`src/rtl/mult_result_unpacker.sv`:
```
// ---------------------------------------------------------------------------
// mult_result_unpacker
//
// Takes packed product words from the fracturable 9x9 multiplier, queues
// them in a small FIFO, and streams each lane's sub-product one beat at a
// time. Each beat is sign- or zero-extended to OUT_WIDTH.
//
// Lane map (emitted LSB lane first):
//   mode 0 / 3 : [17:0]
//   mode 1     : [7:0], [17:8]
//   mode 2     : [3:0], [7:4], [13:8], [17:14]
//   Mode 3 is reserved. It is emitted like mode 0 and pulses err_mode.
//
// Optional feature macro: UNPACKER_LANE_SUM_EN
//   When defined, this adds the in_sum input. A word accepted with in_sum=1
//   emits one beat: the truncated sum of all of its extended lanes.
//
// Ports:
//   clk, reset              clock (rising edge) and synchronous active-high reset
//   in_valid/in_ready       input handshake; in_data, in_mode and in_signed
//                           (and in_sum) are captured on accept
//   out_valid/out_ready     output handshake; out_data, out_lane and out_last
//                           are registered
//   err_mode                high during the cycle a mode-3 word is accepted
// ---------------------------------------------------------------------------
module mult_result_unpacker #(
    parameter int OUT_WIDTH  = 18,
    parameter int FIFO_DEPTH = 2
) (
    input  logic                 clk,
    input  logic                 reset,
    input  logic                 in_valid,
    output logic                 in_ready,
    input  logic [17:0]          in_data,
    input  logic [1:0]           in_mode,
    input  logic                 in_signed,
`ifdef UNPACKER_LANE_SUM_EN
    input  logic                 in_sum,
`endif
    output logic                 out_valid,
    input  logic                 out_ready,
    output logic [OUT_WIDTH-1:0] out_data,
    output logic [1:0]           out_lane,
    output logic                 out_last,
    output logic                 err_mode
);

    localparam int AW = $clog2(FIFO_DEPTH);

    typedef struct packed {
        logic        sum;
        logic        sgn;
        logic [1:0]  mode;
        logic [17:0] data;
    } word_t;

    typedef enum logic {ST_IDLE, ST_EMIT} state_t;

    // Extract one lane and extend it to OUT_WIDTH.
    function automatic logic [OUT_WIDTH-1:0] lane_ext(input word_t w, input logic [1:0] lane);
        logic [17:0]          raw;
        logic [4:0]           width;
        logic                 s;
        logic [OUT_WIDTH-1:0] r;
        raw   = w.data;
        width = 5'd18;
        case (w.mode)
            2'd1: begin
                if (lane == 2'd0) begin raw = {10'b0, w.data[7:0]};  width = 5'd8;  end
                else              begin raw = {8'b0,  w.data[17:8]}; width = 5'd10; end
            end
            2'd2: begin
                case (lane)
                    2'd0:    begin raw = {14'b0, w.data[3:0]};   width = 5'd4; end
                    2'd1:    begin raw = {14'b0, w.data[7:4]};   width = 5'd4; end
                    2'd2:    begin raw = {12'b0, w.data[13:8]};  width = 5'd6; end
                    default: begin raw = {14'b0, w.data[17:14]}; width = 5'd4; end
                endcase
            end
            default: ;
        endcase
        s = w.sgn & raw[width - 5'd1];
        r = {OUT_WIDTH{s}};
        for (int i = 0; i < 18; i++) begin
            if (5'(i) < width) r[i] = raw[i];
        end
        return r;
    endfunction

    function automatic logic [1:0] last_lane(input logic [1:0] mode);
        case (mode)
            2'd1:    return 2'd1;
            2'd2:    return 2'd3;
            default: return 2'd0;
        endcase
    endfunction

    // Value of one beat. A sum word collapses all of its lanes into beat 0.
    function automatic logic [OUT_WIDTH-1:0] beat_value(input word_t w, input logic [1:0] lane);
        logic [OUT_WIDTH-1:0] acc;
        if (w.sum) begin
            acc = '0;
            for (int l = 0; l < 4; l++) begin
                if (2'(l) <= last_lane(w.mode)) acc = acc + lane_ext(w, 2'(l));
            end
            return acc;
        end
        return lane_ext(w, lane);
    endfunction

    function automatic logic beat_last(input word_t w, input logic [1:0] lane);
        return w.sum | (lane == last_lane(w.mode));
    endfunction

    // ---------------- input FIFO ----------------
    word_t       mem_q [FIFO_DEPTH];
    logic [AW:0] wr_ptr_q, rd_ptr_q;
    logic        full, empty, push, pop;
    word_t       in_word, head;

    assign full     = (wr_ptr_q[AW] != rd_ptr_q[AW]) && (wr_ptr_q[AW-1:0] == rd_ptr_q[AW-1:0]);
    assign empty    = (wr_ptr_q == rd_ptr_q);
    assign in_ready = !full && !reset;
    assign push     = in_valid && in_ready;
    assign head     = mem_q[rd_ptr_q[AW-1:0]];
    assign err_mode = push && (in_mode == 2'd3);

    always_comb begin
        in_word      = '0;
        in_word.data = in_data;
        in_word.mode = in_mode;
        in_word.sgn  = in_signed;
`ifdef UNPACKER_LANE_SUM_EN
        in_word.sum  = in_sum;
`else
        in_word.sum  = 1'b0;
`endif
    end

    always_ff @(posedge clk) begin
        if (push) mem_q[wr_ptr_q[AW-1:0]] <= in_word;
    end

    always_ff @(posedge clk) begin
        if (reset) begin
            wr_ptr_q <= '0;
            rd_ptr_q <= '0;
        end else begin
            if (push) wr_ptr_q <= wr_ptr_q + 1'b1;
            if (pop)  rd_ptr_q <= rd_ptr_q + 1'b1;
        end
    end

    // ---------------- emitter FSM ----------------
    state_t               state_q, state_d;
    word_t                word_q, word_d;
    logic [OUT_WIDTH-1:0] out_data_q, out_data_d;
    logic [1:0]           out_lane_q, out_lane_d;
    logic                 out_last_q, out_last_d;
    logic [1:0]           lane_nxt;

    assign lane_nxt = out_lane_q + 2'd1;

    always_comb begin
        state_d    = state_q;
        word_d     = word_q;
        out_data_d = out_data_q;
        out_lane_d = out_lane_q;
        out_last_d = out_last_q;
        pop        = 1'b0;
        case (state_q)
            ST_IDLE: begin
                if (!empty) begin
                    pop        = 1'b1;
                    word_d     = head;
                    out_lane_d = 2'd0;
                    out_data_d = beat_value(head, 2'd0);
                    out_last_d = beat_last(head, 2'd0);
                    state_d    = ST_EMIT;
                end
            end
            ST_EMIT: begin
                if (out_ready) begin
                    if (!out_last_q) begin
                        out_lane_d = lane_nxt;
                        out_data_d = beat_value(word_q, lane_nxt);
                        out_last_d = beat_last(word_q, lane_nxt);
                    end else if (!empty) begin
                        // Chain straight into the next queued word without a bubble.
                        pop        = 1'b1;
                        word_d     = head;
                        out_lane_d = 2'd0;
                        out_data_d = beat_value(head, 2'd0);
                        out_last_d = beat_last(head, 2'd0);
                    end else begin
                        state_d = ST_IDLE;
                    end
                end
            end
            default: state_d = ST_IDLE;
        endcase
    end

    always_ff @(posedge clk) begin
        if (reset) begin
            state_q    <= ST_IDLE;
            word_q     <= '0;
            out_data_q <= '0;
            out_lane_q <= 2'd0;
            out_last_q <= 1'b0;
        end else begin
            state_q    <= state_d;
            word_q     <= word_d;
            out_data_q <= out_data_d;
            out_lane_q <= out_lane_d;
            out_last_q <= out_last_d;
        end
    end

    assign out_valid = (state_q == ST_EMIT);
    assign out_data  = out_data_q;
    assign out_lane  = out_lane_q;
    assign out_last  = out_last_q;

endmodule

```
`config.mk`:
```
export PLATFORM = sky130hd
export DESIGN_NAME = mult_result_unpacker
export DESIGN_NICKNAME = d
export VERILOG_FILES = /design/src/rtl/mult_result_unpacker.sv
export SDC_FILE = /design/constraint.sdc
export NUM_CORES = 1
export LEC_CHECK = 0
export ABC_AREA = 1
export CORE_ASPECT_RATIO = 0.6
export CORE_MARGIN = 5
export CORE_UTILIZATION = 52
export DETAILED_ROUTE_END_ITERATION = 8
export PLACE_DENSITY = 0.74
export SLEW_MARGIN = 10
export SYNTH_ARGS = -nofsm -noshare
export SYNTH_HDL_FRONTEND = slang
export SYNTH_SLANG_ARGS = --single-unit
```
`constraint.sdc`:
```
create_clock -name clk -period 3.74 [get_ports clk]
set_clock_uncertainty 0.15 [all_clocks]
set_input_delay 1.122 -clock clk [delete_from_list [all_inputs] [get_ports clk]]
set_output_delay 1.122 -clock clk [all_outputs]
set_load 0.005 [all_outputs]
```
; Word-level counts from Yosys, hierarchy flattened
; Memories as Yosys holds them, arrays and structs flattened. A register that Yosys moved wholly into a read port is not among the register bits.
; Index checks and enable logic that the tools add are counted.
[op_classes]
n_addsub = 27
mul = 0
n_div = 0
order_cmp = 297
n_eq_ne = 15
shifts = 0
n_mux = 1387
n_bitwise = 19
n_reduce_logical = 12
[ops]
columns = op, n
row1 = $mux 18, 130
row2 = $mux 1, 1118
row3 = $lt 4x5->1 const A, 120
row4 = $mux 5, 72
row5 = $pmux 18 s2, 10
row6 = $lt 3x5->1 const A, 60
row7 = $add 18x18->18, 9
row8 = $lt 1x5->1 const A, 30
row9 = $lt 2x5->1 const A, 30
row10 = $lt 5x5->1 const A, 30
row11 = $lt 5x6->1 const B, 15
row12 = $bmux 1 s5, 15
row13 = $sub 5x1->5 const B, 15
row14 = $pmux 5 s2, 7
row15 = $mux 22, 3
row16 = $mux 2, 23
row17 = $pmux 22 s2, 1
row18 = $pmux 6 s3, 1
row19 = $and 1x1->1, 15
row20 = $le 1x2->1 const A, 6
row21 = $le 2x2->1 const A, 6
row22 = $pmux 2 s2, 3
row23 = $mux 10, 1
row24 = $eq 2x2->1 const B, 4
row25 = other kinds (17), 33
[word_totals]
register_bits = 48
latchBits = 0
ramBits = 42
rom_bits = 0
inputBits = 25
out_inout_bits = 24
wordCells = 1768
n_memories = 1
[mem_list]
columns = name, words, word_bits, rd, rd_clocked_by_memory_dff, write_ports, line_no
row1 = mem_q, 2, 21, 1, 1, 1, 116  ; word_t mem_q [FIFO_DEPTH];

; Depth between registers and ports, before layout
[depth]
ltp_word = 47
ltp_mapped = 20

; Worst setup path before layout
; OpenSTA, ideal clock, no wires.
[synth_timing]
path_kind = in2reg
start = input reset
end = memory mem_q[1][0] (netlist bit), enable pin
setup_time_ps = 401
t_arrival_ps = 2587
path_slack_ps = 602
path_stages = 4
n_path_buf = 1
cell_sequence = clkbuf_1 > a21oi_1 > nand2_1 > nor2_1
[synth_via]
elab_chain_cells = 5
[synth_rtl]
columns = element, line_no
row1 = start: declaration, 31  ; input logic reset,
row2 = $logic_not 1->1, 123  ; assign in_ready = !full && !reset;
row3 = $logic_and 1x1->1, 123
row4 = via in_ready, 33  ; output logic in_ready,
row5 = $logic_and 1x1->1, 124  ; assign push = in_valid && in_ready;
row6 = $mux 1, 141  ; if (push) mem_q[wr_ptr_q[AW-1:0]] <= in_word;
row7 = $mux 1 (not written as such), 141
row8 = end: declaration, 116
; The timed path passes the listed nets, and every way through them passes these cells.

; Worst setup path in the final report
[layout_timing]
start = input reset
end = output err_mode
[layout_via]
elab_chain_cells = 4
[layout_rtl]
columns = element, line_no
row1 = $logic_not 1->1, 123
row2 = $logic_and 1x1->1, 123
row3 = $logic_and 1x1->1, 124
row4 = $logic_and 1x1->1, 126  ; assign err_mode = push && (in_mode == 2'd3);
row5 = end: declaration, 45  ; output logic err_mode
; No other way between the ends.

==> results.py <==
metrics = {
    "power": {
        "power.total_w": 0.00501,
        "max-vdd-ir-drop_mv": 0.516,
        "cellPowerDensity_mw_per_mm2": 923,
        "leakagePower_nw": 2.13,
    },
    "global_routing": {
        "grt.met2_usage": 0.361,
        "top_usage_layer": "met2",
        "grt_max_degree": 29,
        "track_usage": 0.236,
        "gr-usage-met3": 0.0701,
        "antenna_found_initial": 0,
        "grt_first_pass_wirelength_mm": 19.2,
        "grt_pass1_vias": 3777,
        "met1_usage": 0.331,
        "overflow": 0,
    },
    "clock_tree": {
        "clock_latency_ps": 350,
        "cts-buffers-inserted": 9,
        "htree_levels": 3,
        "path_clk_slew_ps": 70,
        "cts_tree": "built",
        "clock-sinks": 90,
        "cts-root-buf": "clkbuf_16",
        "clock_path_buffers": 2,
    },
    "floorplanning": {
        "row_count": 26,
        "io_pins": 49,
        "initial_core_util": 0.533,
        "die_w_um": 130,
        "core_area_mm2": 0.00849,
        "die_h_um": 82.3,
        "dieArea_mm2": 0.0107,
    },
    "placed_design": {
        "io_buffers": 48,
        "place_ws_ps": 88.3,
        "dp_hpwl_mm": 8.54,
        "gp_congestion": 0.940,
    },
    "finish": {
        "utilization": 0.640,
        "area_growth_pct": 20.0,
        "antennaDiodeCount": 0,
        "drive_gt1_frac": 0.123,
        "final_nets": 626,
    },
    "sta": {
        "min_period_ps": 3610,
        "worst_pin_slew_ps": 1140,
        "rsz0062_at_grt": "false",
        "hold_ws_ps": 318,
        "setup_viol": 0,
        "fin_tns_setup_ps": 0,
        "slew_headroom": 0.237,
        "fmaxAchievable_mhz": 277,
        "finalCritPeriodShare": 0.965,
        "slew_violations": 0,
        "setup_ws_ps": 129,
        "finalHoldViolCount": 0,
    },
    "yosys": {
        "synth.yosys.seq_area_share": 0.491,
        "syn_area_mm2": 0.00453,
        "yosys_register_bits": 90,
        "syn_area_per_cell_um2": 8.39,
        "synthDistinctLibCells": 41,
        "syn_nets": 578,
        "synthCells": 540,
        "yosys_warnings": 0,
    },
    "detailed_routing": {
        "viasPerCell": 5.50,
        "drt.antenna.violating_nets": 0,
        "via_count": 3880,
        "routedWlPerCell_um": 16.7,
        "drc": 0,
        "drtIter0Drc": 547,
        "firstDrtPassIters": 5,
        "wl_mm": 11.8,
    },
    "critical_path": {
        "slowest_delay_ps": 500,
        "r2r_slack_ps": 860,
        "path_max_fanout": 2,
        "critical_path_class": "in2out",
        "cpMostUsedCell": "clkdlybuf4s50_1",
        "startpoint": "reset",
        "slowest_stage": "clkdlybuf4s50_1",
        "r2r_start": "word_q[18]",
        "r2r_end": "out_data[12]",
        "required_ps": 2470,
        "cp_data_arrival_time_ps": 2340,
        "cp-start-kind": "input pin",
        "end_kind": "output pin",
        "rr_worst_depth": 18,
        "critPathCapture": "err_mode",
        "crit_chain": "clkdlybuf4s50_1 -> a21oi_2 -> nand2_1 -> nor2_1 -> clkdlybuf4s50_1",
    },
    "status": {
        "status": "finished clean",
    },
    "hold_path": {
        "hold_path_startpoint": "out_data[1]",
        "hold_path.class": "reg2reg",
    },
    "job": {
        "drv_cap": 0,
    },
}
-- cells in the final DEF, fill, tap and decap left out, types with 3 or more instances in the layout --
| cell | netlist | final |
|---|---|---|
| nand2_1 | 114 | 114 |
| a21oi_1 | 81 | 80 |
| dfxtp_1 | 48 | 48 |
| clkdlybuf4s50_1 | 0 | 48 |
| inv_1 | 47 | 47 |
| o21ai_0 | 46 | 45 |
| edfxtp_1 | 42 | 42 |
| nor2_1 | 42 | 41 |
| nand3_1 | 17 | 17 |
| buf_4 | 5 | 14 |
| mux2_2 | 13 | 13 |
| ha_1 | 13 | 13 |
| clkbuf_16 | 0 | 9 |
| inv_2 | 6 | 6 |
| a21oi_2 | 5 | 6 |
| nand2_2 | 5 | 5 |
| o21ai_1 | 4 | 4 |
| nor2_2 | 2 | 3 |
| a211oi_1 | 3 | 3 |
| a31oi_1 | 3 | 3 |
-- through the flow --
| stage | instance area (um^2) | cells |
|---|---|---|
| 6_report | 5430 | 705 |
| 3_3_place_gp | 5130 | 689 |
| 5_1_grt | 5430 | 705 |
| 2_1_floorplan | 4530 | 540 |
| 3_5_place_dp | 5130 | 689 |
| 4_1_cts | 5430 | 705 |
-- cells by family (layout without fill, tap and decap cells) --
group / Yosys count / after routing / synth area share
compound gates: 150 / 150 / 0.181
xor+xnor: 3 / 3 / 0.00580
fa+ha+maj: 13 / 13 / 0.0359
buf+inv: 80 / 133 / 0.0752
flops: 90 / 90 / 0.491
mux: 14 / 14 / 0.0345
simple gates: 190 / 190 / 0.177
-- final cells by class --
class                   instances  area (um^2)
clock inverters                 7         76.3
multi-input cells             370         1980
flip-flops and latches         90         2220
repair buffers                 62          586
inverters                      55          206
well taps                     112          140
fillers                       741         3060
clock buffers                   9          225
-- cell usage after synthesis, drive strengths merged --
| cell | count | area [um^2] |
|---|---|---|
| a21oi | 87 | 465 |
| mux2i | 1 | 10.0 |
| nand3 | 20 | 123 |
| clkinv | 2 | 7.51 |
| clkbuf | 13 | 48.8 |
| dfxtp | 48 | 961 |
| nand2 | 120 | 470 |
| inv | 53 | 199 |
| mux2 | 13 | 146 |
| nand4 | 2 | 12.5 |
| buf | 12 | 85.1 |
| ha | 13 | 163 |
| o21ai | 51 | 259 |
| nor2 | 44 | 170 |
| xnor2 | 2 | 17.5 |
| a31oi | 3 | 18.8 |
| o2111ai | 1 | 8.76 |
| or2 | 3 | 18.8 |
| xor2 | 1 | 8.76 |
| nor3 | 1 | 5.00 |
| a211oi | 3 | 22.5 |
| edfxtp | 42 | 1260 |
| o31ai | 2 | 20.0 |
| o211ai | 1 | 7.51 |
| o22ai | 2 | 18.8 |
-- worst min path at each step --
stage | end | slack, ps | cells after the start
CTS | out_data[9] | 320 | 2
global route | out_data[5] | 350 | 2
floorplan | wr_ptr_q[1] | 290 | 1
finish | out_data[1] | 320 | 2
global placement | wr_ptr_q[1] | 300 | 1
detailed placement | out_data[9] | 300 | 2
-- worst max-delay path, delay by kind of cell --
family | cells | cell delay [ps]
buf+inv | 2 | 930
simple gates | 2 | 160
compound gates | 1 | 130
-- flip-flops by register name, indices dropped and copies added (netlist names), named ones only --
name       count
mem_q         42
word_q        21
out_data      18
out_valid      1
rd_ptr_q       2
out_lane       2
out_last       1
wr_ptr_q       2
-- what timing repair did --
| item | CTS | global route |
|---|---|---|
| endpoints found under the setup margin | 0 | 1 |
| resized for setup | 0 | 1 |
| setup buffers | 0 | 0 |
| hold buffers | 0 | 0 |
-- report_power, final --
group / switching, W / total [W] / internal [W]
clock: 0.000402 / 0.000927 / 0.000525
sequential: 0.000198 / 0.00149 / 0.00129
combinational: 0.00162 / 0.00260 / 0.000977
total: 0.00222 / 0.00501 / 0.00279
-- routing by layer --
layer	vias to the layer above	part of all wire	wire length (um)
met3	14	0.094	1100
met4	0	0.0080	94
met1	1796	0.47	5480
li1	1912	-	-
met2	158	0.43	5090
met5	-	0	0
No activity file was read; power rests on OpenSTA's default activity.
